`src/rtl/regfile_write_arbiter.sv`:
```
// Shares the register file write port between core writeback (A, always wins) and a
// long-latency unit (B, queued in a 2-entry FIFO), plus a busy-register scoreboard.
// Optional operand bypass from the FIFO is enabled by defining RFARB_BYPASS_EN.
module regfile_write_arbiter #(
  parameter int N = 32
) (
  input  logic         i_clk,
  input  logic         i_rst,
  input  logic         i_a_we,
  input  logic [4:0]   i_a_rd,
  input  logic [N-1:0] i_a_wdata,
  input  logic         i_b_valid,
  input  logic [4:0]   i_b_rd,
  input  logic [N-1:0] i_b_wdata,
  output logic         o_b_ready,
  input  logic         i_iss_valid,
  input  logic [4:0]   i_iss_rd,
  input  logic         i_dec_valid,
  input  logic [4:0]   i_dec_rs1,
  input  logic [4:0]   i_dec_rs2,
  input  logic [4:0]   i_dec_rd,
  output logic         o_stall,
  output logic         o_fwd1_en,
  output logic         o_fwd2_en,
  output logic [N-1:0] o_fwd1_data,
  output logic [N-1:0] o_fwd2_data,
  output logic         o_rf_we,
  output logic [4:0]   o_rf_rd,
  output logic [N-1:0] o_rf_wdata,
  output logic [1:0]   o_dbg_count,
  output logic [31:0]  o_dbg_busy
);

  // B handshake: a result transfers on a posedge where i_b_valid && o_b_ready;
  // the B unit must hold rd/data stable while valid is high and ready is low.
  logic [1:0]   r_count;
  logic         r_wptr;
  logic         r_rptr;
  logic [4:0]   r_rd   [2];
  logic [N-1:0] r_data [2];
  logic [31:0]  r_busy;

  logic         w_a_eff;
  logic         w_drain;
  logic         w_push;
  logic         w_newer;
  logic [31:0]  w_busy_next;

  assign w_a_eff   = i_a_we && (i_a_rd != 5'd0);
  assign w_drain   = !w_a_eff && (r_count != 2'd0);
  assign o_b_ready = (r_count != 2'd2);
  // rd=0 results complete the handshake but are dropped here.
  assign w_push    = i_b_valid && o_b_ready && (i_b_rd != 5'd0);
  assign w_newer   = (r_count == 2'd2) ? ~r_rptr : r_rptr;

  always_comb begin
    o_rf_we    = 1'b0;
    o_rf_rd    = 5'd0;
    o_rf_wdata = '0;
    if (w_a_eff) begin
      o_rf_we    = 1'b1;
      o_rf_rd    = i_a_rd;
      o_rf_wdata = i_a_wdata;
    end else if (w_drain) begin
      o_rf_we    = 1'b1;
      o_rf_rd    = r_rd[r_rptr];
      o_rf_wdata = r_data[r_rptr];
    end
  end

  // Issue is applied after the drain clear so a same-cycle set wins.
  always_comb begin
    w_busy_next = r_busy;
    if (w_drain) w_busy_next[r_rd[r_rptr]] = 1'b0;
    if (i_iss_valid && (i_iss_rd != 5'd0)) w_busy_next[i_iss_rd] = 1'b1;
    w_busy_next[0] = 1'b0;
  end

  always_ff @(posedge i_clk or posedge i_rst) begin
    if (i_rst) begin
      r_count   <= 2'd0;
      r_wptr    <= 1'b0;
      r_rptr    <= 1'b0;
      r_rd[0]   <= 5'd0;
      r_rd[1]   <= 5'd0;
      r_data[0] <= '0;
      r_data[1] <= '0;
      r_busy    <= 32'd0;
    end else begin
      r_busy <= w_busy_next;
      if (w_push) begin
        r_rd[r_wptr]   <= i_b_rd;
        r_data[r_wptr] <= i_b_wdata;
        r_wptr         <= ~r_wptr;
      end
      if (w_drain) r_rptr <= ~r_rptr;
      if (w_push && !w_drain)      r_count <= r_count + 2'd1;
      else if (!w_push && w_drain) r_count <= r_count - 2'd1;
    end
  end

`ifdef RFARB_BYPASS_EN
  // Newer entry is checked first so the youngest pending value is forwarded.
  always_comb begin
    o_fwd1_en   = 1'b0;
    o_fwd1_data = '0;
    o_fwd2_en   = 1'b0;
    o_fwd2_data = '0;
    if (i_dec_rs1 != 5'd0 && r_count != 2'd0) begin
      if (r_rd[w_newer] == i_dec_rs1) begin
        o_fwd1_en   = 1'b1;
        o_fwd1_data = r_data[w_newer];
      end else if (r_rd[r_rptr] == i_dec_rs1) begin
        o_fwd1_en   = 1'b1;
        o_fwd1_data = r_data[r_rptr];
      end
    end
    if (i_dec_rs2 != 5'd0 && r_count != 2'd0) begin
      if (r_rd[w_newer] == i_dec_rs2) begin
        o_fwd2_en   = 1'b1;
        o_fwd2_data = r_data[w_newer];
      end else if (r_rd[r_rptr] == i_dec_rs2) begin
        o_fwd2_en   = 1'b1;
        o_fwd2_data = r_data[r_rptr];
      end
    end
  end

  assign o_stall = i_dec_valid && ((r_busy[i_dec_rs1] && !o_fwd1_en) ||
                                   (r_busy[i_dec_rs2] && !o_fwd2_en) ||
                                   r_busy[i_dec_rd]);
`else
  logic w_unused_newer;
  assign w_unused_newer = w_newer;
  assign o_fwd1_en      = 1'b0;
  assign o_fwd2_en      = 1'b0;
  assign o_fwd1_data    = '0;
  assign o_fwd2_data    = '0;
  assign o_stall = i_dec_valid && (r_busy[i_dec_rs1] || r_busy[i_dec_rs2] || r_busy[i_dec_rd]);
`endif

  assign o_dbg_count = r_count;
  assign o_dbg_busy  = r_busy;

endmodule

```
`config.mk`:
```
export PLATFORM = sky130hd
export DESIGN_NAME = regfile_write_arbiter
export DESIGN_NICKNAME = d
export VERILOG_FILES = /design/src/rtl/regfile_write_arbiter.sv
export SDC_FILE = /design/constraint.sdc
export NUM_CORES = 1
export LEC_CHECK = 0
export CAP_MARGIN = 0
export CORE_ASPECT_RATIO = 0.8
export CORE_MARGIN = 3
export CORE_UTILIZATION = 41
export DETAILED_ROUTE_END_ITERATION = 16
export PLACE_DENSITY = 0.76
export SLEW_MARGIN = 20
export SYNTH_ARGS = -nofsm -noshare
export SYNTH_HDL_FRONTEND = slang
export SYNTH_SLANG_ARGS = --single-unit
```
`constraint.sdc`:
```
create_clock -name i_clk -period 3.35 [get_ports i_clk]
set_input_delay 0.5025 -clock i_clk [delete_from_list [all_inputs] [get_ports i_clk]]
set_output_delay 0.5025 -clock i_clk [all_outputs]
set_load 0.005 [all_outputs]
```
**Yosys cells after proc, flatten, opt, wreduce, memory -nomap -nowiden**

Index checks and enable logic that the tools add are counted.

- Word-level logic and storage cells: 81
- Register bits: 109
- Output and inout port bits: 140
- Input port bits: 100

- Order comparisons: 10
- Multiplexer cells: 32
- Bitwise operators: 7
- Add/subtract/negate cells: 2
- Eq/ne operators: 1
- Reduce and logical (&&, ||, !) cells: 21

Operators by type and width:

| kind | number |
|---|---|
| 2-to-1 mux 32 bit | 8 |
| bitwise mux 64 bit | 1 |
| AND 32 bit | 1 |
| demux 32 bit (select 1 bit) | 1 |
| NOT 32 bit | 1 |
| OR 32 bit | 1 |
| less-than comparator 5 x 6 -> 1 bit, second input constant | 5 |
| 2-to-1 mux 5 bit | 6 |
| binary-select mux 1 bit (select 5 bit) | 3 |
| nonzero test 5 bit | 3 |
| logical AND 1 bit | 11 |
| bitwise mux 10 bit | 1 |
| demux 1 bit (select 5 bit) | 2 |
| greater-or-equal comparator 5 x 1 -> 1 bit, second input constant | 2 |
| 2-to-1 mux 1 bit | 7 |
| demux 5 bit (select 1 bit) | 1 |
| greater-or-equal comparator 2 bit, second input constant | 2 |
| 2-to-1 mux 2 bit | 2 |
| NOT 1 -> 2 bit | 2 |
| nonzero test 2 bit | 2 |
| zero test 1 bit | 3 |
| adder 2 x 1 -> 2 bit, second input constant | 1 |
| logical OR 1 bit | 2 |
| less-than comparator 2 x 1 -> 1 bit, second input constant | 1 |
| 3 further kinds | 4 |

**Depth between registers and ports, before layout**

- Depth in word-level cells: 13
- Gate-level depth with buffers: 9
- Mapped depth without buffers: 7

**Worst setup path before layout**

Ideal clock, no wire load.

- Kind: input to output
- Start: input port i_a_rd[3]
- End: output port o_rf_wdata[23]
- Data required time: 2.847 ns
- Arrival: 1.988 ns
- Stages: 6
- Path buffers: 2
- Path slack: 0.859 ns
- Cells stage by stage: or4_4 o21ai_0 nand2_1 clkbuf_1 buf_2 o21ai_0

- Longest elaborated chain between the ends: 6

RTL lines:

| what | RTL line | RTL |
|---|---|---|
| start: declaration | 10 | `input logic [4:0] i_a_rd,` |
| nonzero test 5 bit (*) | 49 | `assign w_a_eff = i_a_we && (i_a_rd != 5'd0);` |
| logical AND 1 bit (*) | 49 |  |
| zero test 1 bit | 50 | `assign w_drain = !w_a_eff && (r_count != 2'd0);` |
| logical AND 1 bit | 50 |  |
| 2-to-1 mux 32 bit | 64 | `end else if (w_drain) begin` |
| 2-to-1 mux 32 bit (*) | 60 | `if (w_a_eff) begin` |
| end: declaration | 29 | `output logic [N-1:0] o_rf_wdata,` |

Every way passes the cells marked *; elsewhere a longest branch is shown, timed or not.

**Worst setup path in the final report**

- Start: input port i_dec_rd[0]
- End: output port o_stall

- Longest elaborated chain between the ends: 4

RTL lines:

| what | RTL line | RTL |
|---|---|---|
| start: declaration | 21 | `input logic [4:0] i_dec_rd,` |
| binary-select mux 1 bit (select 5 bit) | 139 | `assign o_stall = i_dec_valid && (r_busy[i_dec_rs1] \|\| r_busy[i_dec_rs2] \|\| r_busy[i_dec_rd]);` |
| 2-to-1 mux 1 bit (not written as such) | 139 |  |
| logical OR 1 bit | 139 |  |
| logical AND 1 bit | 139 |  |
| end: declaration | 22 | `output logic o_stall,` |

Every way passes these cells. The select of a mux whose other input is x is not followed.

==> metrics.csv <==
metric,value,unit
startpoint,i_dec_rd[0],
critical_path.endpoint_type,output pin,
hold_path_class,flop to flop,
r2r-start,r_rptr$_DFFE_PP0P_,
place_congestion,0.8617,
worst_slew_margin_rel,0.4555,
cts_buffer_depth,2,
cts_root_buffer,clkbuf_16,
required,2.85,ns
skew,0.008143,ns
fin_setup_tns,0,ns
place_hpwl,13790,µm
netlist.area_leader.share,0.4254,
area_delta_synth_final,33.13,%
syn_inst,589,
ir_drop,0.0003977,V
rsz0062_at_grt,false,
yosysMostFrequentCell,dfrtp_1,
die_h,117.9,µm
cts_tree,yes,
worstHoldStart,r_data[0]$_DFFE_PP0P_,
synth.area.mux_share,0.2722,
worst_slew_pin_slew,0.8150,ns
regToRegSetupSlack,0.82,ns
htree_levels,3,
synth-adder-area-share,0.001951,
yosys.area_share.simple,0.08741,
period_needed,3.267,ns
io_pins,240,
place_area,0.008237,mm²
ant_nets,0,
fin_area,0.008537,mm²
clk_latency,0.34,ns
routed_wl,17620,µm
ys_ff_latch,109,
synth.distinct_cells,46,
final-setup-viol-count,0,
n_fill_cell,1310,
worstPathArrival,2.76,ns
crit_fanout,3,
synth-xor-area-share,0.005463,
grt_use_total,0.2028,
drtIter0Drc,319,
synth-warning-count,0,
finalMaxSlewViolations,0,
vias,5138,
clk_pin_slew_worst_paths,0.06,ns
synth_largest_area_cell,dfrtp_1,
status,"complete, no violations",
avgSynthCellArea,10.89,µm²
cts_setup_buffers,0,
maxCapViolCount,0,
fin_nets,866,
rows,40,
port_buffers,172,
seq_area_frac_synth,0.4254,
drive_above_1_share,0.1899,
synth_edf_count,0,
hold_viol,0,
min_period_over_period,0.9753,
core,0.01516,mm²
drtPass1Iterations,5,
cts_resized,3,
synthesis.area,0.006412,mm²
grt_pass1_vias,5414,
synth_ff_type,dfrtp_1,
leakagePower,3.627,nW
avgViaCountPerCell,5.248,
antenna_found_initial,0,
grt_overflow,0,
cts.sinks,109,
die_w,145.8,µm
grt_pass1_wl,28410,µm
netlist_top_cells_area,"dfrtp_1 43%, mux2_2 14%, buf_4 8.1%, mux2i_1 7.0%, o21ai_0 6.5%",
wl_per_cell,18.00,µm
synth-compound-area-share,0.1032,
synthArstFlopShare,1.000,
grt_max_degree,38,
die-area,0.01719,mm²
p_per_area,806.1,mW/mm²
synth_top_family_by_area,multiplexers,
crit_path_start_kind,input port,
drc_errors,0,
antenna_cells,0,
timing.fmax,306.1,MHz
cts_hold_buf,0,
synth_common_cells,"109 x dfrtp_1, 83 x o21ai_0, 81 x mux2_2",
criticalPathCategory,input port to output pin,
cts_made_buffers,9,
start_util,0.4229,
==> power by group <==
group          switching [mW]  internal, mW  leakage (nW)
Sequential              0.659          1.99          1.29
Combinational            1.31          1.93          2.19
Clock                   0.470         0.531         0.141
Total                    2.43          4.45          3.63
==> flip-flops by register name (all words and copies together) (netlist names) <==
name         count
r_rd            10
o_dbg_busy      31
r_wptr           1
r_rptr           1
o_dbg_count      2
r_data          64
==> logic make-up (layout without fill, tap and decap cells) <==
family,count (synthesis),count (layout)
flip-flops,109,109
buffers and inverters,102,216
AND/OR/NAND/NOR,109,109
multiplexers,143,143
adder cells (fa/ha/maj),1,1
other,1,67
XOR/XNOR,4,4
AO/OA/AOI/OAI,120,120
==> stage by stage <==
stage                 util  power [mW]  worst slack, ns  hold WS, ns  instances
finish              0.5630       6.882          0.08288       0.5061        979
global route        0.5630       7.345         0.008731       0.5203        979
CTS                 0.5619       6.922          0.03443       0.5086        979
detailed placement  0.5432       5.890         -0.06839       0.4932        964
global placement    0.5432       5.712         -0.06324       0.4862        964
floorplan                -       4.358           0.8591       0.4782        655
==> worst paths after layout <==
check                                      endpoint  cells past startpoint
min in group asynchronous       r_rd[1]$_DFFE_PP0P_                      2
min reg2reg                   r_data[0]$_DFFE_PP0P_                      1
min                           r_data[0]$_DFFE_PP0P_                      1
max reg2reg                o_dbg_busy[20]$_DFF_PP0_                      5
max                                         o_stall                      7
max in group asynchronous    r_data[18]$_DFFE_PP0P_                      3
==> layout by cell type, fill, tap and decap left out, drive strengths merged, types with 2 or more instances in the layout <==
master,netlist,layout
a21oi,6,6
mux2,81,81
inv,8,8
or3b,2,2
buf,86,21
dfrtp,109,109
clkbuf,8,10
o31ai,2,2
o32ai,2,2
or3,2,2
nand4,4,4
mux4,17,17
nor2,10,10
clkinv,0,4
a221oi,2,2
a32o,3,3
mux2i,45,45
xnor2,2,2
clkdlybuf4s50,0,167
nand2b,3,3
nor2b,6,6
conb,1,67
nand2,55,55
o21ai,97,97
dlymetal6s2s,0,4
xor2,2,2
nand3b,10,10
nand3,6,6
or4,6,6
==> layout make-up <==
| type | instances | area (µm²) | area share |
|---|---|---|---|
| Tap cell | 210 | 262.8 | 0.03078 |
| Multi-Input combinational cell | 444 | 3276 | 0.3837 |
| Clock buffer | 10 | 239.0 | 0.02799 |
| Timing Repair Buffer | 193 | 1951 | 0.2285 |
| Clock inverter | 5 | 46.29 | 0.005423 |
| Sequential cell | 109 | 2729 | 0.3197 |
| Inverter | 8 | 33.78 | 0.003957 |
==> critical path: stages <==
cell             delay, ns
clkdlybuf4s50_1       0.54
buf_4                 0.15
mux4_2                0.48
a32o_1                0.28
a21oi_1               0.20
a41oi_1               0.15
clkdlybuf4s50_1       0.47
==> layer usage <==
metal  part of all wire  global-route usage
met1               0.41              0.2545
met2               0.49              0.3465
met3              0.081             0.05196
met4              0.016             0.05931
met5                  0                   0
(Power assumes the default switching activity.)
